File: config.mk
export PLATFORM = sky130hd
export DESIGN_NAME = buscador_sar
export DESIGN_NICKNAME = d
export VERILOG_FILES = /design/src/rtl/buscador_pkg.sv /design/src/rtl/contador_espera.sv /design/src/rtl/buscador_sar.sv
export SDC_FILE = /design/constraint.sdc
export NUM_CORES = 1
export LEC_CHECK = 0
export CORE_ASPECT_RATIO = 1.2
export CORE_MARGIN = 4
export CORE_UTILIZATION = 40
export DETAILED_ROUTE_END_ITERATION = 8
export PLACE_DENSITY = 0.66
export SLEW_MARGIN = 20
export SYNTH_ARGS = -nofsm -noshare
export SYNTH_HDL_FRONTEND = slang
export SYNTH_SLANG_ARGS = --single-unit
File: constraint.sdc
create_clock -name clk -period 2.3 [get_ports clk]
set_input_delay 0.46 -clock clk [delete_from_list [all_inputs] [get_ports clk]]
set_output_delay 0.46 -clock clk [all_outputs]
set_load 0.01 [all_outputs]
File: src/rtl/buscador_pkg.sv
// Shared types and helpers for the successive-approximation search engine.
// Holds the FSM encoding, the flag sanity check and the default sizing.
package buscador_pkg;

    localparam int DEF_WIDTH   = 4;
    localparam int DEF_CMP_LAT = 0;

    typedef enum logic [1:0] {
        ST_IDLE  = 2'd0,
        ST_PROBE = 2'd1,
        ST_DONE  = 2'd2
    } state_t;

    // A trustworthy comparator answer raises exactly one of E/G/L.
    function automatic logic es_one_hot(input logic e, input logic g, input logic l);
        return ({e, g, l} == 3'b100) || ({e, g, l} == 3'b010) || ({e, g, l} == 3'b001);
    endfunction

endpackage

File: src/rtl/contador_espera.sv
// Settling-time counter: counts up from a load until it reaches CMP_LAT,
// then holds and raises tc so the search knows the comparator flags are valid.
module contador_espera #(
    parameter int CMP_LAT = 1
) (
    input  logic clk,
    input  logic rst_n,
    input  logic load,
    input  logic en,
    output logic tc
);

    localparam int CW = (CMP_LAT < 1) ? 1 : $clog2(CMP_LAT + 1);

    logic [CW-1:0] cnt_q, cnt_d;

    assign tc = (cnt_q == CW'(CMP_LAT));

    always_comb begin
        cnt_d = cnt_q;
        if (load) begin
            cnt_d = '0;
        end else if (en && !tc) begin
            cnt_d = cnt_q + CW'(1);
        end
    end

    always_ff @(posedge clk or negedge rst_n) begin
        if (!rst_n) begin
            cnt_q <= '0;
        end else begin
            cnt_q <= cnt_d;
        end
    end

endmodule

File: src/rtl/buscador_sar.sv
// Successive-approximation search: drives the comparator a-side with trial
// values and narrows bit by bit (MSB first) toward the unknown b-side target.
module buscador_sar
    import buscador_pkg::*;
#(
    parameter int WIDTH   = DEF_WIDTH,
    parameter int CMP_LAT = DEF_CMP_LAT
) (
    input  logic                     clk,
    input  logic                     rst_n,
    input  logic                     start,
    input  logic                     cmp_e,
    input  logic                     cmp_g,
    input  logic                     cmp_l,
    output logic [WIDTH-1:0]         guess,
    output logic [WIDTH-1:0]         result,
    output logic                     busy,
    output logic                     done,
    output logic                     err,
    output logic [$clog2(WIDTH):0]   steps
);

    localparam int KW = (WIDTH > 1) ? $clog2(WIDTH) : 1;
    localparam int SW = $clog2(WIDTH) + 1;

    state_t           state_q, state_d;
    logic [WIDTH-1:0] guess_q, guess_d;
    logic [WIDTH-1:0] result_q, result_d;
    logic [WIDTH-1:0] work;
    logic [KW-1:0]    k_q, k_d;
    logic [SW-1:0]    steps_q, steps_d;
    logic             err_q, err_d;
    logic             tc;

    // With a combinational comparator every PROBE cycle is a sample cycle.
    generate
        if (CMP_LAT == 0) begin : g_sin_espera
            assign tc = 1'b1;
        end else begin : g_espera
            logic load;
            assign load = ((state_q == ST_IDLE) && start) || ((state_q == ST_PROBE) && tc);
            contador_espera #(.CMP_LAT(CMP_LAT)) u_espera (
                .clk   (clk),
                .rst_n (rst_n),
                .load  (load),
                .en    (state_q == ST_PROBE),
                .tc    (tc)
            );
        end
    endgenerate

    // A "greater" answer means the trial bit overshoots the target and is dropped.
    assign work = cmp_g ? (guess_q & ~(WIDTH'(1) << k_q)) : guess_q;

    always_comb begin
        state_d  = state_q;
        guess_d  = guess_q;
        result_d = result_q;
        k_d      = k_q;
        steps_d  = steps_q;
        err_d    = err_q;
        case (state_q)
            ST_IDLE: begin
                if (start) begin
                    state_d = ST_PROBE;
                    guess_d = WIDTH'(1) << (WIDTH - 1);
                    k_d     = KW'(WIDTH - 1);
                    steps_d = '0;
                    err_d   = 1'b0;
                end
            end
            ST_PROBE: begin
                if (tc) begin
                    steps_d = steps_q + SW'(1);
                    if (!es_one_hot(cmp_e, cmp_g, cmp_l)) begin
                        err_d    = 1'b1;
                        result_d = guess_q;
                        state_d  = ST_DONE;
                    end else if (cmp_e) begin
                        result_d = guess_q;
                        state_d  = ST_DONE;
                    end else if (k_q == '0) begin
                        result_d = work;
                        state_d  = ST_DONE;
                    end else begin
                        k_d     = k_q - KW'(1);
                        guess_d = work | (WIDTH'(1) << (k_q - KW'(1)));
                    end
                end
            end
            ST_DONE: state_d = ST_IDLE;
            default: state_d = ST_IDLE;
        endcase
    end

    always_ff @(posedge clk or negedge rst_n) begin
        if (!rst_n) begin
            state_q  <= ST_IDLE;
            guess_q  <= '0;
            result_q <= '0;
            k_q      <= '0;
            steps_q  <= '0;
            err_q    <= 1'b0;
        end else begin
            state_q  <= state_d;
            guess_q  <= guess_d;
            result_q <= result_d;
            k_q      <= k_d;
            steps_q  <= steps_d;
            err_q    <= err_d;
        end
    end

    always_comb begin
        busy = 1'b0;
        done = 1'b0;
        case (state_q)
            ST_PROBE: busy = 1'b1;
            ST_DONE:  done = 1'b1;
            default:  ;
        endcase
    end

    assign guess  = guess_q;
    assign result = result_q;
    assign err    = err_q;
    assign steps  = steps_q;

endmodule
==> results.yml, run 1 <==
outcome:
  status: "complete, no violations"
global_route:
  grt_max_degree: 17
  globalRouteOverflowTotal: 0
  first_global_vias: 650
  antenna_found_initial: 0
  grt_pass1_wl_mm: 2.953
  gr-usage-all-layers: 0.1307
worst_setup_path:
  critical_path.startpoint: "state_q[1]"
  start_kind: "flip-flop"
  endpoint_kind: "primary output"
  crit_path_max_fanout: 6
  required_ns: 1.84
  r2r-start: "k_q[0]"
  cp-endpoint: "busy"
  ff2ff_setup_slack_ns: 0.51
  reg2reg_to: "guess[3]"
  reg2reg_depth: 5
  critPathKind: "reg2out"
  critPathArrivalTime_ns: 1.48
synthesis:
  ys_warn_count: 0
  yosysUniqueCellTypes: 28
  async_flop_share: 1.000
  syn_area_per_cell_um2: 11.63
  netlist_instances: 77
  synth_flop_cell: "dfrtp_1"
  synth-seq-area-share: 0.4469
  ys_ff_latch: 16
  synth.cell_area_um2: 895.9
  synth_edf_count: 0
  synth_fp_nets: 91
floorplan:
  io_pins: 20
  fp.coreArea_um2: 2095
  rows: 18
  die_x_um: 51.20
  start_util: 0.4277
  dieHeight_um: 59.84
  die_area_um2: 3064
clock_network:
  clkSlewWorstSetupHoldPaths_ns: 0.09
  postCtsHoldBufs: 0
  insertion_delay_ns: 0.28
  post_cts_resized: 0
  cts_htree_levels: 1
  clock_sinks: 16
  cts-root-buf: "clkbuf_4"
  cts_buffers: 3
  cts_setup_buffers: 0
  clockBufferDepth: 2
  cts_tree: "done"
sta:
  fin_crit_sh: 0.8455
  fin_crit_ns: 1.945
  finalHoldViolCount: 0
  tns_ns: 0
  fin_ws_ns: 0.3554
  setup_viol: 0
  rsz0062_at_grt: "false"
  worst_clock_skew_ns: 0.002729
  worst_pin_slew_ns: 0.7208
  finalMaxSlewViolations: 0
  max_freq_ghz: 0.5142
  finalHoldWorstSlack_ns: 0.5295
  slew-limit-headroom: 0.5179
drt:
  drtIter0Drc: 6
  totalWireLength_mm: 1.748
  drc: 0
  ant_nets: 0
  vias: 661
  via_per_inst: 5.046
  dr.pass1.iters: 3
  routedWlPerCell_um: 13.34
power_and_ir_drop:
  p_per_area_nw_per_um2: 964.0
  power_mw: 1.128
  p_leak_nw: 0.5058
  peakVddDrop_uv: 586.9
placement:
  post-dp-hpwl_mm: 1.345
  place_congestion: 0.7849
  place_ws_ns: 0.2451
  io_buffers: 19
finish:
  antennaDiodeCount: 0
  layout-drive-gt1-share: 0.1485
  finalNetCount: 116
  syn_to_final_growth_pct: 30.59
  fill_cells: 190
flow_run:
  max-cap-violations: 0
min_path:
  hold_class: "reg2reg"
## Yosys cell counts, drive strengths merged (3+ instances only)
library cell,count,share of area
a21boi,4,0.034
nor2,3,0.013
nor2b,3,0.021
inv,7,0.029
dfrtp,16,0.45
o21ai,4,0.022
mux2,4,0.059
a21oi,3,0.017
ha,8,0.11
## worst max-delay path, stage by stage, from the launching register on
cell             delay (ns)
dfrtp_1                0.47
nor2b_1                0.18
clkdlybuf4s50_1        0.56
## final cells by class
| type | count | area (µm²) | share of cell area |
|---|---|---|---|
| clock buffer | 4 | 36.28 | 0.03102 |
| multi-input combinational | 52 | 456.7 | 0.3904 |
| inverter | 7 | 26.28 | 0.02246 |
| sequential | 16 | 400.4 | 0.3422 |
| timing repair buffer | 22 | 212.7 | 0.1818 |
| tap | 30 | 37.54 | 0.03209 |
## metrics by stage
stage	std cells	area [µm²]	util
after floorplan	77	895.9	-
after global placement	127	1134	0.5412
after detailed placement	127	1134	0.5412
after CTS	131	1170	0.5585
after global routing	131	1170	0.5585
final	131	1170	0.5585
## metal layers
metal / vias to the layer above / track usage / part of all wire
met3: 2 / 0.02993 / 0.046
met5: - / 0 / 0
met4: 0 / 0.04615 / 0.0063
met2: 15 / 0.2376 / 0.50
met1: 321 / 0.1487 / 0.45
li1: 323 / - / -
## logic make-up after synthesis
| group | share of synthesized area |
|---|---|
| mux | 0.05866 |
| fa+ha+maj | 0.1117 |
| compound gates | 0.2137 |
| xor+xnor | 0.02933 |
| simple gates | 0.09638 |
| buf+inv | 0.04330 |
| flops | 0.4469 |
## sequential cells by signal, summed over array words and instances (netlist names)
| name | cells |
|---|---|
| err | 1 |
| guess | 4 |
| k_q | 2 |
| result | 4 |
| state_q | 2 |
| steps | 3 |
## worst min path at each step
stage	to	from	cells after the start	slack [ns]
detailed placement	result[3]	result[3]	1	0.50
finish	result[3]	result[3]	1	0.53
CTS	result[3]	result[3]	1	0.53
floorplan	err	rst_n	0	0.16
global placement	result[2]	result[2]	1	0.50
global route	result[3]	result[3]	1	0.56
## layout by cell type, fill, tap and decap left out
cell type        count
a22o_1               2
a31oi_1              2
dfrtp_1             16
nor4b_4              1
o2bb2ai_1            1
ha_1                 8
and2_0               1
o21ai_0              4
clkbuf_4             3
nor3b_2              1
o311ai_0             2
xnor2_1              1
mux2_2               2
clkbuf_8             1
clkdlybuf4s50_1     19
a21boi_0             4
nor2_1               3
o31a_4               1
or2_2                1
nor3b_1              1
a211oi_1             2
o31ai_1              2
xor2_1               2
buf_4                3
nor2b_1              3
inv_1                7
o211ai_1             2
o21bai_1             1
a21oi_1              3
mux2_4               2
## report_power, final
part	switching, mW	leakage [nW]	internal, mW
clock network	0.0861	0.0210	0.0961
logic	0.203	0.287	0.290
registers	0.0841	0.198	0.368
Power figures use the tool's default switching activity.
==> run 2, diff against run 1 <==
Settings changed: PLACE_DENSITY 0.66 to 0.68.
Clock period 2.3 ns to 1.7 ns, I/O delays scaled along.
==> run 2 against run 1 <==
Sequential power increased by 29%; critical endpoint is now guess[1]; total power increased by 42%; via count increased by 4.7%; final area increased by 8.4%; sequential share of layout area decreased by 2.6 points; routed wire length increased by 5.8%; clock power increased by 37%; worst setup slack got worse by 0.24 ns; global-route usage increased by 1.4 points; clock skew increased by 0.0024 ns.
==> results.yml, run 2 (synthesis gave the netlist of run 1 again) <==
outcome:
  status: "complete, no violations"
sta:
  finalHoldWorstSlack_ns: 0.3643
  finalHoldViolCount: 0
  finalMaxSlewViolations: 0
  worst_clock_skew_ns: 0.005095
  fin_crit_sh: 0.9329
  slew-limit-headroom: 0.7620
  worst_pin_slew_ns: 0.3525
  setup_viol: 0
  fin_crit_ns: 1.586
  max_freq_ghz: 0.6306
  rsz0062_at_grt: "false"
finish:
  layout-drive-gt1-share: 0.2632
  layout_common_cells: "17 x clkdlybuf4s50_1, 16 x buf_4, 15 x dfrtp_1"
  syn_to_final_growth_pct: 41.62
  antennaDiodeCount: 0
  finalNetCount: 129
  fill_cells: 185
  stdcell_count: 144
  finalInstanceArea_um2: 1269
  final_common_cell: "clkdlybuf4s50_1"
global_route:
  grt_use_met2: 0.2486
  first_global_vias: 708
  use_met3: 0.02993
  grt_util_met1: 0.1871
  globalRouteOverflowTotal: 0
  grt.busiest_layer: "met2"
  gr-usage-all-layers: 0.1452
  grt_max_degree: 17
  antenna_found_initial: 0
  grt_pass1_wl_mm: 3.291
power_and_ir_drop:
  peakVddDrop_uv: 831.9
  p_leak_nw: 0.5733
  p_per_area_nw_per_um2: 1263
drt:
  drc: 0
  drtIter0Drc: 7
  routedWlPerCell_um: 12.85
  totalWireLength_mm: 1.850
  vias: 692
  ant_nets: 0
  dr.pass1.iters: 4
  via_per_inst: 4.806
worst_setup_path:
  crit_chain: "clkdlybuf4s50_1"
  critPathKind: "reg2out"
  start_kind: "flip-flop"
  crit_path_top_delay_cell: "clkdlybuf4s50_1"
  critical_path.startpoint: "guess[1]"
  critPathArrivalTime_ns: 1.25
  worst-path-buf-inv: 1
  endpoint_kind: "primary output"
  r2r-start: "k_q[0]"
  crit_path_max_fanout: 4
  critPathMaxStageDelay_ns: 0.55
  crit_family: "buffers and inverters"
  required_ns: 1.36
clock_network:
  cts_tree: "done"
  cts-root-buf: "clkbuf_4"
  clockBufferDepth: 2
  clkSlewWorstSetupHoldPaths_ns: 0.10
  cts_htree_levels: 1
  clock_sinks: 16
  cts_buffers: 3
  insertion_delay_ns: 0.28
flow_run:
  max-cap-violations: 0
floorplan:
  start_util: 0.4277
  fp.coreArea_um2: 2095
  rows: 18
  dieHeight_um: 59.84
  die_x_um: 51.20
  die_area_um2: 3064
  io_pins: 20
placement:
  post-dp-hpwl_mm: 1.501
  io_buffers: 19
  postPlaceCellArea_um2: 1224
  place_congestion: 0.7249
  dp.cells: 139
min_path:
  hold_class: "in2async"
run 2: cell types whose count changed in the layout (fill, tap and decap cells not counted):
cell             previous run  this run
clkdlybuf4s50_1            19        17
buf_4                       3        16
dfrtp_2                     0         1
ha_2                        0         1
dfrtp_1                    16        15
dlygate4sd2_1               0         2
ha_1                        8         7
run 2: area by class of cell:
| type | instances | area (µm²) | share of cell area |
|---|---|---|---|
| sequential | 16 | 401.6 | 0.3166 |
| timing repair buffer | 35 | 307.8 | 0.2426 |
| tap | 30 | 37.54 | 0.02959 |
| inverter | 7 | 26.28 | 0.02071 |
| multi-input combinational | 52 | 459.2 | 0.3619 |
| clock buffer | 4 | 36.28 | 0.02860 |
run 2: worst paths after layout:
check / end / slack (ns) / depth (start not counted)
min: state_q[0] / 0.36 / 2
max reg2reg: state_q[0] / 0.16 / 6
min reg2reg: steps[1] / 0.53 / 1
max: guess[1] / 0.11 / 1
max in group asynchronous: state_q[0] / 1.15 / 2
min in group clk: steps[1] / 0.53 / 1
run 2: routing by layer:
layer  up-vias  wire length [µm]
met5         -                 0
met3         0                98
li1        351                 -
met2        24               899
met4         0                 0
met1       317               852
run 2: metrics by stage:
| stage | TNS (ns) | worst slack, ns | total power [mW] | utilization |
|---|---|---|---|---|
| 3_5_place_dp | -0.3093 | -0.1152 | 1.367 | 0.5842 |
| 5_1_grt | 0 | 0.05001 | 1.735 | 0.6057 |
| 6_report | 0 | 0.1141 | 1.603 | 0.6057 |
| 2_1_floorplan | 0 | 0.06796 | 0.9667 | - |
| 3_3_place_gp | -0.08471 | -0.03528 | 1.346 | 0.5842 |
| 4_1_cts | 0 | 0.07771 | 1.623 | 0.6045 |
run 2: power breakdown:
| part | leakage (nW) | switching [mW] | internal (mW) | total, mW |
|---|---|---|---|---|
| Clock | 0.0210 | 0.119 | 0.130 | 0.249 |
| Combinational | 0.356 | 0.323 | 0.448 | 0.771 |
| Sequential | 0.196 | 0.0833 | 0.500 | 0.583 |
| Total | 0.573 | 0.525 | 1.08 | 1.60 |
run 2: repair_timing:
| item | in CTS | in global routing |
|---|---|---|
| resized for setup | 3 | 1 |
| pin swaps | 0 | 0 |
| setup endpoints to repair | 2 | 1 |
| setup buffers | 1 | 0 |
| hold buffers | 0 | 0 |
==> run 3, diff against run 2 <==
Settings changed: PLACE_DENSITY 0.68 to 0.67.
==> run 3 against run 2 <==
First-iteration DRC count rose by 43%; final area down 0.79%; largest cell class unchanged; critical endpoint unchanged; worst hold slack worse by 0.0016 ns.
==> results.yml, run 3 (synthesis gave the netlist of run 1 again) <==
outcome:
  status: "complete, no violations"
clock_network:
  clockBufferDepth: 2
  cts-root-buf: "clkbuf_4"
  cts_htree_levels: 1
  insertion_delay_ns: 0.29
  cts_buffers: 3
  clock_sinks: 16
  cts_tree: "done"
  clkSlewWorstSetupHoldPaths_ns: 0.10
sta:
  finalMaxSlewViolations: 0
  worst_clock_skew_ns: 0.003550
  tns_ns: 0
  slew-limit-headroom: 0.7709
  rsz0062_at_grt: "false"
  finalHoldViolCount: 0
  fin_crit_ns: 1.597
  worst_pin_slew_ns: 0.3394
  setup_viol: 0
  fin_crit_sh: 0.9396
  max_freq_ghz: 0.6261
worst_setup_path:
  required_ns: 1.36
  critPathArrivalTime_ns: 1.26
  crit_path_max_fanout: 4
  start_kind: "flip-flop"
  reg2reg_depth: 6
  crit_path_top_delay_cell: "clkdlybuf4s50_1"
  endpoint_kind: "primary output"
  critPathMaxStageDelay_ns: 0.56
  critPathKind: "reg2out"
  worst-path-buf-inv: 1
  crit_chain: "clkdlybuf4s50_1"
  ff2ff_setup_slack_ns: 0.12
  crit_family: "buffers and inverters"
  reg2reg_to: "state_q[0]"
  r2r-start: "k_q[0]"
finish:
  multiInputGateArea_um2: 456.7
  layout-drive-gt1-share: 0.2478
  syn_to_final_growth_pct: 40.50
  regArea_um2: 401.6
  final_util: 0.6010
  final_common_cell: "clkdlybuf4s50_1"
  antennaDiodeCount: 0
  layout_common_cells: "17 x clkdlybuf4s50_1, 15 x dfrtp_1, 15 x buf_4"
  fill_cells: 186
  finalNetCount: 128
drt:
  totalWireLength_mm: 1.862
  via_per_inst: 4.853
  dr.pass1.iters: 4
  routedWlPerCell_um: 13.02
  ant_nets: 0
  drc: 0
  vias: 694
  drtIter0Drc: 10
floorplan:
  io_pins: 20
  fp.coreArea_um2: 2095
  rows: 18
  start_util: 0.4277
  die_area_um2: 3064
  die_x_um: 51.20
  dieHeight_um: 59.84
power_and_ir_drop:
  p_leak_nw: 0.5706
  peakVddDrop_uv: 664.0
  p_per_area_nw_per_um2: 1273
placement:
  io_buffers: 19
  post-dp-hpwl_mm: 1.509
  place_congestion: 0.7501
global_route:
  gr-usage-all-layers: 0.1368
  globalRouteOverflowTotal: 0
  grt_pass1_wl_mm: 3.077
  grt_max_degree: 17
  first_global_vias: 682
  antenna_found_initial: 0
flow_run:
  max-cap-violations: 0
min_path:
  hold_class: "in2async"
[run 3: changes by cell type in the layout (fill, tap and decap cells not counted)]
| cell | before | now |
|---|---|---|
| ha_1 | 7 | 8 |
| buf_4 | 16 | 15 |
| ha_2 | 1 | 0 |
[run 3: worst max path at each step]
stage,startpoint,to,slack (ns),cells after the start
3_3_place_gp,cmp_l,result[3],-0.06,5
5_1_grt,k_q[0],state_q[0],0.03,6
4_1_cts,guess[1],guess[1],0.1,1
3_5_place_dp,cmp_e,state_q[0],-0.1,5
2_1_floorplan,k_q[0],guess[3],0.07,5
6_report,guess[1],guess[1],0.10,1
[run 3: where the power goes]
part           switching (mW)  internal, mW
sequential             0.0847         0.500
combinational           0.321         0.443
clock                   0.123         0.131
total                   0.529          1.07
[run 3: metal layers]
metal	vias up	track usage	routed length (µm)
met2	19	0.2394	946
met3	2	0.03741	94
met5	-	0	0
met1	326	0.1606	802
met4	0	0.04615	19
li1	347	-	-
[run 3: cell type report]
class                           instances  share of cell area
Multi-Input combinational cell         52              0.3628
Sequential cell                        16              0.3191
Timing Repair Buffer                   34              0.2386
Tap cell                               30             0.02982
Clock buffer                            4             0.02883
Inverter                                7             0.02087
[run 3: stage by stage]
stage	hold slack (ns)	power, mW	setup WS [ns]	std cells	area (µm²)
final	0.3627	1.602	0.1027	143	1259
after global routing	0.3786	1.717	0.02504	143	1259
after CTS	0.3666	1.626	0.09580	143	1259
after floorplan	0.04441	0.9667	0.06796	77	895.9
after detailed placement	0.5103	1.369	-0.09899	138	1216
after global placement	0.5015	1.347	-0.06013	138	1216
[run 3: timing repair]
item	in CTS	in global routing
setup endpoints to repair	2	0
hold buffers	0	0
resized for setup	3	0
setup buffers	1	0
